File: src/rtl/spiflash_qmodel.sv
// Oversampled SPI flash target: single-lane command/address decode,
// read data served from an external byte memory on 1, 2 or 4 lanes.
module spiflash_qmodel #(
    parameter int          ADDR_BITS    = 24,
    parameter int          DUMMY_CYCLES = 8,
    parameter logic [23:0] JEDEC_ID     = 24'hEF4018,
    parameter bit          PWR_DEFAULT  = 1'b0
) (
    input  logic                 clk,
    input  logic                 reset,
    input  logic                 spi_csb,
    input  logic                 spi_clk,
    input  logic [3:0]           spi_io_in,
    output logic [3:0]           spi_io_out,
    output logic [3:0]           spi_io_oe,
    output logic                 mem_rd,
    output logic [ADDR_BITS-1:0] mem_addr,
    input  logic [7:0]           mem_rdata,
    output logic                 powered_up
);

    localparam logic [7:0] CMD_READ  = 8'h03;
    localparam logic [7:0] CMD_FAST  = 8'h0B;
    localparam logic [7:0] CMD_DUAL  = 8'h3B;
    localparam logic [7:0] CMD_QUAD  = 8'h6B;
    localparam logic [7:0] CMD_ID    = 8'h9F;
    localparam logic [7:0] CMD_WAKE  = 8'hAB;
    localparam logic [7:0] CMD_SLEEP = 8'hB9;

    typedef enum logic [2:0] {
        ST_IDLE,
        ST_CMD,
        ST_ADDR,
        ST_DUMMY,
        ST_DATA,
        ST_ID,
        ST_IGNORE
    } state_t;

    state_t               state_q, state_d;
    logic [2:0]           sclk_sync_q, sclk_sync_d;
    logic [1:0]           csb_sync_q, csb_sync_d;
    logic [1:0]           io0_sync_q, io0_sync_d;
    logic [15:0]          cnt_q, cnt_d;
    logic [ADDR_BITS-2:0] in_sh_q, in_sh_d;
    logic [7:0]           cmd_q, cmd_d;
    logic [7:0]           data_sh_q, data_sh_d;
    logic [23:0]          id_sh_q, id_sh_d;
    logic                 load_pend_q, load_pend_d;
    logic                 mem_rd_q, mem_rd_d;
    logic [ADDR_BITS-1:0] mem_addr_q, mem_addr_d;
    logic [3:0]           io_out_q, io_out_d;
    logic [3:0]           io_oe_q, io_oe_d;
    logic                 pwr_q, pwr_d;

    logic                 csb_s, io0_s, sclk_rise, sclk_fall;
    logic [7:0]           cmd_w, byte_src;
    logic [15:0]          lane_n, cnt_nx;
    logic                 unused_io;

    assign csb_s     = csb_sync_q[1];
    assign io0_s     = io0_sync_q[1];
    assign sclk_rise = sclk_sync_q[1] & ~sclk_sync_q[2];
    assign sclk_fall = ~sclk_sync_q[1] & sclk_sync_q[2];
    assign cmd_w     = {in_sh_q[6:0], io0_s};
    assign unused_io = ^spi_io_in[3:1];

    // Data fetched this clk is forwarded so a fall edge coinciding with the load still sees it
    assign byte_src  = load_pend_q ? mem_rdata : data_sh_q;

    always_comb begin
        sclk_sync_d = {sclk_sync_q[1:0], spi_clk};
        csb_sync_d  = {csb_sync_q[0], spi_csb};
        io0_sync_d  = {io0_sync_q[0], spi_io_in[0]};
        state_d     = state_q;
        cnt_d       = cnt_q;
        in_sh_d     = in_sh_q;
        cmd_d       = cmd_q;
        data_sh_d   = data_sh_q;
        id_sh_d     = id_sh_q;
        load_pend_d = mem_rd_q;
        mem_rd_d    = 1'b0;
        mem_addr_d  = mem_addr_q;
        io_out_d    = io_out_q;
        io_oe_d     = io_oe_q;
        pwr_d       = pwr_q;
        lane_n      = 16'd1;
        cnt_nx      = cnt_q;

        if (load_pend_q) begin
            data_sh_d = mem_rdata;
        end

        if (csb_s) begin
            state_d  = ST_IDLE;
            cnt_d    = '0;
            io_out_d = '0;
            io_oe_d  = '0;
        end else begin
            unique case (state_q)
                ST_IDLE: begin
                    state_d = ST_CMD;
                    cnt_d   = '0;
                end
                ST_CMD: begin
                    if (sclk_rise) begin
                        in_sh_d = {in_sh_q[ADDR_BITS-3:0], io0_s};
                        cnt_d   = cnt_q + 16'd1;
                        if (cnt_q == 16'd7) begin
                            cnt_d = '0;
                            cmd_d = cmd_w;
                            case (cmd_w)
                                CMD_WAKE: begin
                                    pwr_d   = 1'b1;
                                    state_d = ST_IGNORE;
                                end
                                CMD_SLEEP: begin
                                    pwr_d   = 1'b0;
                                    state_d = ST_IGNORE;
                                end
                                CMD_READ, CMD_FAST, CMD_DUAL, CMD_QUAD:
                                    state_d = pwr_q ? ST_ADDR : ST_IGNORE;
                                CMD_ID: begin
                                    id_sh_d = JEDEC_ID;
                                    state_d = ST_ID;
                                end
                                default: state_d = ST_IGNORE;
                            endcase
                        end
                    end
                end
                ST_ADDR: begin
                    if (sclk_rise) begin
                        in_sh_d = {in_sh_q[ADDR_BITS-3:0], io0_s};
                        cnt_d   = cnt_q + 16'd1;
                        if (cnt_q == 16'(ADDR_BITS - 1)) begin
                            cnt_d      = '0;
                            mem_rd_d   = 1'b1;
                            mem_addr_d = {in_sh_q, io0_s};
                            state_d    = (cmd_q == CMD_READ || DUMMY_CYCLES == 0) ? ST_DATA : ST_DUMMY;
                        end
                    end
                end
                ST_DUMMY: begin
                    if (sclk_rise) begin
                        cnt_d = cnt_q + 16'd1;
                        if (cnt_q == 16'(DUMMY_CYCLES - 1)) begin
                            cnt_d   = '0;
                            state_d = ST_DATA;
                        end
                    end
                end
                ST_DATA: begin
                    if (sclk_fall) begin
                        case (cmd_q)
                            CMD_DUAL: begin
                                lane_n   = 16'd2;
                                io_out_d = {2'b00, byte_src[7:6]};
                                io_oe_d  = 4'b0011;
                            end
                            CMD_QUAD: begin
                                lane_n   = 16'd4;
                                io_out_d = byte_src[7:4];
                                io_oe_d  = 4'b1111;
                            end
                            default: begin
                                lane_n   = 16'd1;
                                io_out_d = {2'b00, byte_src[7], 1'b0};
                                io_oe_d  = 4'b0010;
                            end
                        endcase
                        data_sh_d = byte_src << lane_n;
                        cnt_nx    = cnt_q + lane_n;
                        cnt_d     = cnt_nx;
                        // Next byte is requested on its predecessor's last edge to leave fetch margin
                        if (cnt_nx == 16'd8) begin
                            cnt_d      = '0;
                            mem_rd_d   = 1'b1;
                            mem_addr_d = mem_addr_q + ADDR_BITS'(1);
                        end
                    end
                end
                ST_ID: begin
                    if (sclk_fall) begin
                        io_out_d = {2'b00, id_sh_q[23], 1'b0};
                        io_oe_d  = 4'b0010;
                        id_sh_d  = {id_sh_q[22:0], 1'b0};
                    end
                end
                default: ;
            endcase
        end
    end

    always_ff @(posedge clk or posedge reset) begin
        if (reset) begin
            state_q     <= ST_IDLE;
            sclk_sync_q <= '0;
            csb_sync_q  <= '1;
            io0_sync_q  <= '0;
            cnt_q       <= '0;
            in_sh_q     <= '0;
            cmd_q       <= '0;
            data_sh_q   <= '0;
            id_sh_q     <= '0;
            load_pend_q <= 1'b0;
            mem_rd_q    <= 1'b0;
            mem_addr_q  <= '0;
            io_out_q    <= '0;
            io_oe_q     <= '0;
            pwr_q       <= PWR_DEFAULT;
        end else begin
            state_q     <= state_d;
            sclk_sync_q <= sclk_sync_d;
            csb_sync_q  <= csb_sync_d;
            io0_sync_q  <= io0_sync_d;
            cnt_q       <= cnt_d;
            in_sh_q     <= in_sh_d;
            cmd_q       <= cmd_d;
            data_sh_q   <= data_sh_d;
            id_sh_q     <= id_sh_d;
            load_pend_q <= load_pend_d;
            mem_rd_q    <= mem_rd_d;
            mem_addr_q  <= mem_addr_d;
            io_out_q    <= io_out_d;
            io_oe_q     <= io_oe_d;
            pwr_q       <= pwr_d;
        end
    end

    assign spi_io_out = io_out_q;
    assign spi_io_oe  = io_oe_q;
    assign mem_rd     = mem_rd_q;
    assign mem_addr   = mem_addr_q;
    assign powered_up = pwr_q;

endmodule

File: config.mk
export PLATFORM = sky130hd
export DESIGN_NAME = spiflash_qmodel
export DESIGN_NICKNAME = d
export VERILOG_FILES = /design/src/rtl/spiflash_qmodel.sv
export SDC_FILE = /design/constraint.sdc
export NUM_CORES = 1
export LEC_CHECK = 0
export ABC_AREA = 0
export CAP_MARGIN = 25
export CORE_MARGIN = 4
export CORE_UTILIZATION = 64
export DETAILED_ROUTE_END_ITERATION = 12
export GPL_TIMING_DRIVEN = 1
export PLACE_DENSITY = 0.84
export SLEW_MARGIN = 10
export SYNTH_ARGS = -nofsm -noshare
export SYNTH_HDL_FRONTEND = slang
export SYNTH_SLANG_ARGS = --single-unit
File: constraint.sdc
create_clock -name clk -period 12.29 [get_ports clk]
set_input_delay 2.458 -clock clk [delete_from_list [all_inputs] [get_ports clk]]
set_output_delay 2.458 -clock clk [all_outputs]
set_load 0.005 [all_outputs]
==> results_tabular.tex <==
\begin{tabular}{lr}
\hline
Metric & Value \\
\hline
\multicolumn{2}{l}{\textbf{Drt}} \\
\quad Total Routed Length & $\sim$17 mm \\
\quad Vias per std cell & roughly 6.7 \\
\quad Number of iterations in the first detailed-routing pass & 7 \\
\quad Routed wirelength normalized by instance count & about 20 µm \\
\quad Drc violations & 0 \\
\quad Routed via count & between 5,000 and 6,000 \\
\quad Drt initial violations & between 500 and 600 \\
\quad Final ANT Viol Nets & 0 \\
\multicolumn{2}{l}{\textbf{Finish}} \\
\quad Syn-to-layout area delta & 17.6\% \\
\quad Proportion of layout cells with a drive suffix above 1 & $\sim$16\% \\
\quad Leading cell type in the layout, fill and taps excluded & sky130\_fd\_sc\_hd\_\_dfrtp\_1 \\
\quad Final cell count without fillers & 840 \\
\quad Most frequent cells in the layout & 118 x sky130\_fd\_sc\_hd\_\_dfrtp\_1, 68 x sky130\_fd\_sc\_hd\_\_nand2\_1, 46 x sky130\_fd\_sc\_hd\_\_clkdlybuf4s50\_1 \\
\quad Final cell utilization of the core & roughly 78\% \\
\quad Final Net Count & $\sim$720 \\
\quad Number of antenna diodes & 0 \\
\quad Filler instances & roughly 630 \\
\multicolumn{2}{l}{\textbf{Floorplanning}} \\
\quad Die outline width & between 100 and 150 µm \\
\quad Number of I/O pins & 50 \\
\quad Die outline area & about 12,000 µm² \\
\quad Core Area & between 9000 and 10,000 µm² \\
\quad Starting density of the core & between 60 and 70\% \\
\quad Standard-cell rows & 36 \\
\quad Die height & 110 µm \\
\multicolumn{2}{l}{\textbf{Global route}} \\
\quad Global-route usage over all layers & around 30\% \\
\quad Largest net degree at the start of global routing & slightly above 80 \\
\quad Global-route wire length before repair & approximately 28 mm \\
\quad Antenna violations before repair & 0 \\
\quad Vias in the first global route & 5,664 \\
\quad GRT overflow & 0 \\
\multicolumn{2}{l}{\textbf{Yosys}} \\
\quad Net count after synthesis & 684 \\
\quad Synth Warn \# & 0 \\
\quad Number of distinct standard cells referenced by the synthesized netlist & 78 \\
\quad Dominant cells by area after synthesis & sky130\_fd\_sc\_hd\_\_dfrtp\_1 45\%, sky130\_fd\_sc\_hd\_\_mux2\_2 5.5\%, sky130\_fd\_sc\_hd\_\_a2bb2oi\_2 4.1\% \\
\quad Most common flop cell mapped by yosys & sky130\_fd\_sc\_hd\_\_dfrtp\_1 \\
\quad Biggest area consumer among synthesized cells & sky130\_fd\_sc\_hd\_\_dfrtp\_1 \\
\quad Synthesized area per cell & approximately 10 µm² \\
\quad Fraction of synthesized cell area taken by the top area cell type & between 40\% and 50\% \\
\quad Mapped Area & around 6600 µm² \\
\quad Count of state elements after synthesis & 120 \\
\quad Sequential fraction of the synthesis area & a little under half \\
\quad EDFF count, synth & 0 \\
\quad Number of standard cells after synthesis & roughly 660 \\
\quad Share of flip-flops with an asynchronous set or reset & between 90\% and 100\% \\
\multicolumn{2}{l}{\textbf{Clocking}} \\
\quad TritonCTS buffer count & 17 \\
\quad Cell chosen for the clock root & sky130\_fd\_sc\_hd\_\_clkbuf\_8 \\
\quad Post-CTS Setup Inserts & 0 \\
\quad Deepest level of the CTS H-tree & 4 \\
\quad Clock sink total & 120 \\
\quad Count of hold buffers inserted by post-cts repair & 0 \\
\quad CTS tree & yes \\
\quad Number of gates resized after cts & 0 \\
\quad Clock Path Buffers & 2 \\
\quad Clock transition at the registers of the reported paths & 0.06 ns \\
\quad Skew-Pair Late Insertion Delay & about 0.52 ns \\
\multicolumn{2}{l}{\textbf{Timing}} \\
\quad Final-layout worst hold slack & 0.346 ns \\
\quad Final count of negative-setup-slack endpoints & 0 \\
\quad Post-route fraction of the period consumed by the critical path & about two fifths \\
\quad Setup TNS after final layout & 0 ns \\
\quad Worst slew margin relative to its limit & a little under half \\
\quad Setup repair after global routing missed its margin & no \\
\quad Count of final hold-check violations & 0 \\
\quad Maximum achievable frequency & $\sim$210 MHz \\
\quad Slew Viols, Final & 0 \\
\quad Final setup skew & between 0.007 and 0.008 ns \\
\quad Measured slew at the worst slew-check pin & between 0.8 and 0.9 ns \\
\quad PnR worst setup slack & about 7.6 ns \\
\quad Clock period minus final worst setup slack & 4.67 ns \\
\multicolumn{2}{l}{\textbf{Critical path}} \\
\quad Critical setup path kind & reg2reg \\
\quad Signal arrival time at the worst endpoint & between 5 and 6 ns \\
\quad Type of origin of the critical path & flop \\
\quad Worst-path maximum fanout & 24 \\
\quad Endpoint type of the worst setup path & flop \\
\quad Data required time at the worst endpoint & approximately 13 ns \\
\multicolumn{2}{l}{\textbf{Outcome}} \\
\quad Run status & finished clean \\
\multicolumn{2}{l}{\textbf{Placement}} \\
\quad Dpl cells & about 810 \\
\quad Global placement routability congestion & approximately 0.9 \\
\quad IO Port Bufs & 46 \\
\quad Detail Placement HPWL & 10.5 mm \\
\quad Setup slack at placement & 7.68 ns \\
\multicolumn{2}{l}{\textbf{Pwr}} \\
\quad Pleak & 3.28 nW \\
\quad Pwr per Cell Area & between 150 and 200 nW/µm² \\
\quad Max IR drop VDD & 0.000106 V \\
\multicolumn{2}{l}{\textbf{Job}} \\
\quad Max-Cap Viols & 0 \\
\multicolumn{2}{l}{\textbf{Min path}} \\
\quad Min-delay worst type & reg2reg \\
\hline
\end{tabular}
[worst max-delay path, stage by stage, from the launching register on]
cell and delay (ns):
sky130_fd_sc_hd__dfrtp_1 0.38, sky130_fd_sc_hd__nor2_1 0.14, sky130_fd_sc_hd__and3_1 0.22, sky130_fd_sc_hd__nand3_1 0.29
sky130_fd_sc_hd__inv_1 0.29, sky130_fd_sc_hd__nor2_1 0.10, sky130_fd_sc_hd__ha_1 0.29, sky130_fd_sc_hd__fa_1 0.44
sky130_fd_sc_hd__a21oi_1 0.45, sky130_fd_sc_hd__o21a_1 0.17, sky130_fd_sc_hd__o21ai_0 0.09, sky130_fd_sc_hd__a221oi_2 0.38
sky130_fd_sc_hd__nand4_4 0.44, sky130_fd_sc_hd__and2_4 0.31, sky130_fd_sc_hd__clkinv_4 0.22, sky130_fd_sc_hd__mux2_4 0.33
[where the power goes]
| group | internal, mW | total, mW | switching [mW] | leakage (nW) |
|---|---|---|---|---|
| clock network | 0.350 | 0.532 | 0.182 | 0.298 |
| registers | 0.437 | 0.484 | 0.0465 | 1.61 |
| logic | 0.0925 | 0.250 | 0.157 | 1.37 |
[worst paths after layout]
check	startpoint	end	slack (ns)	cells past startpoint
setup / recovery	cmd_q[2]$_DFFE_PP0P_	mem_addr[1]$_DFFE_PP0P_	7.62	15
hold / removal	io0_sync_q[0]$_DFF_PP0_	io0_sync_q[1]$_DFF_PP0_	0.35	0
setup reg to reg	cmd_q[2]$_DFFE_PP0P_	mem_addr[1]$_DFFE_PP0P_	7.62	15
hold reg to reg	io0_sync_q[0]$_DFF_PP0_	io0_sync_q[1]$_DFF_PP0_	0.35	0
max in group asynchronous	reset	csb_sync_q[1]$_DFF_PP1_	8.81	4
min in group asynchronous	reset	mem_addr[1]$_DFFE_PP0P_	2.33	2
[metal layers]
layer	vias up	share of wire (%)	wire length [µm]	track usage [%]
li1	2549	-	-	-
met3	38	7.2	1200	7.16
met2	282	50	8370	48.9
met5	-	0	0	0
met4	0	1.8	294	11.4
met1	2752	41	6880	38.4
[Yosys cell counts (14+ instances only)]
cell,number
sky130_fd_sc_hd__a21oi_1,44
sky130_fd_sc_hd__a22o_1,15
sky130_fd_sc_hd__a2bb2oi_2,18
sky130_fd_sc_hd__and3_1,14
sky130_fd_sc_hd__clkbuf_1,23
sky130_fd_sc_hd__dfrtp_1,118
sky130_fd_sc_hd__mux2_2,32
sky130_fd_sc_hd__nand2_1,68
sky130_fd_sc_hd__nand3_1,25
sky130_fd_sc_hd__nor2_1,45
sky130_fd_sc_hd__nor3_1,18
sky130_fd_sc_hd__o21ai_0,38
[sequential cells by signal, summed over array words and instances, names as in the netlist]
signal,flops
mem_addr,24
in_sh_q,23
id_sh_q,21
cnt_q,16
cmd_q,8
data_sh_q,8
spi_io_out,4
sclk_sync_q,3
spi_io_oe,3
state_q,3
csb_sync_q,2
io0_sync_q,2
load_pend_q,1
mem_rd,1
powered_up,1
[cell type report]
cell class                      count  area, µm²  area share, %
Sequential cell                   120       3010           38.7
Inverter                           12       52.6          0.677
Multi-Input combinational cell    488       3340           43.0
Timing Repair Buffer               56        563           7.25
Clock inverter                     10        168           2.16
Clock buffer                       21        469           6.04
Tap cell                          133        166           2.14
[stage by stage]
stage | instance area, µm² | power (mW)
floorplan | 6600 | 0.655
global placement | 7070 | 0.710
detailed placement | 7100 | 0.726
CTS | 7740 | 1.26
global route | 7760 | 1.32
finish | 7760 | 1.27
[logic make-up (layout without fill, tap and decap cells)]
logic type	after synthesis	in the layout	share of synthesized area [%]
fa+ha+maj	6	6	1.25
mux	46	46	7.66
xor+xnor	8	8	1.06
simple gates	225	225	17.4
compound gates	203	203	23.1
buf+inv	54	99	4.04
flops	120	120	45.5
(Power assumes the default switching activity.)
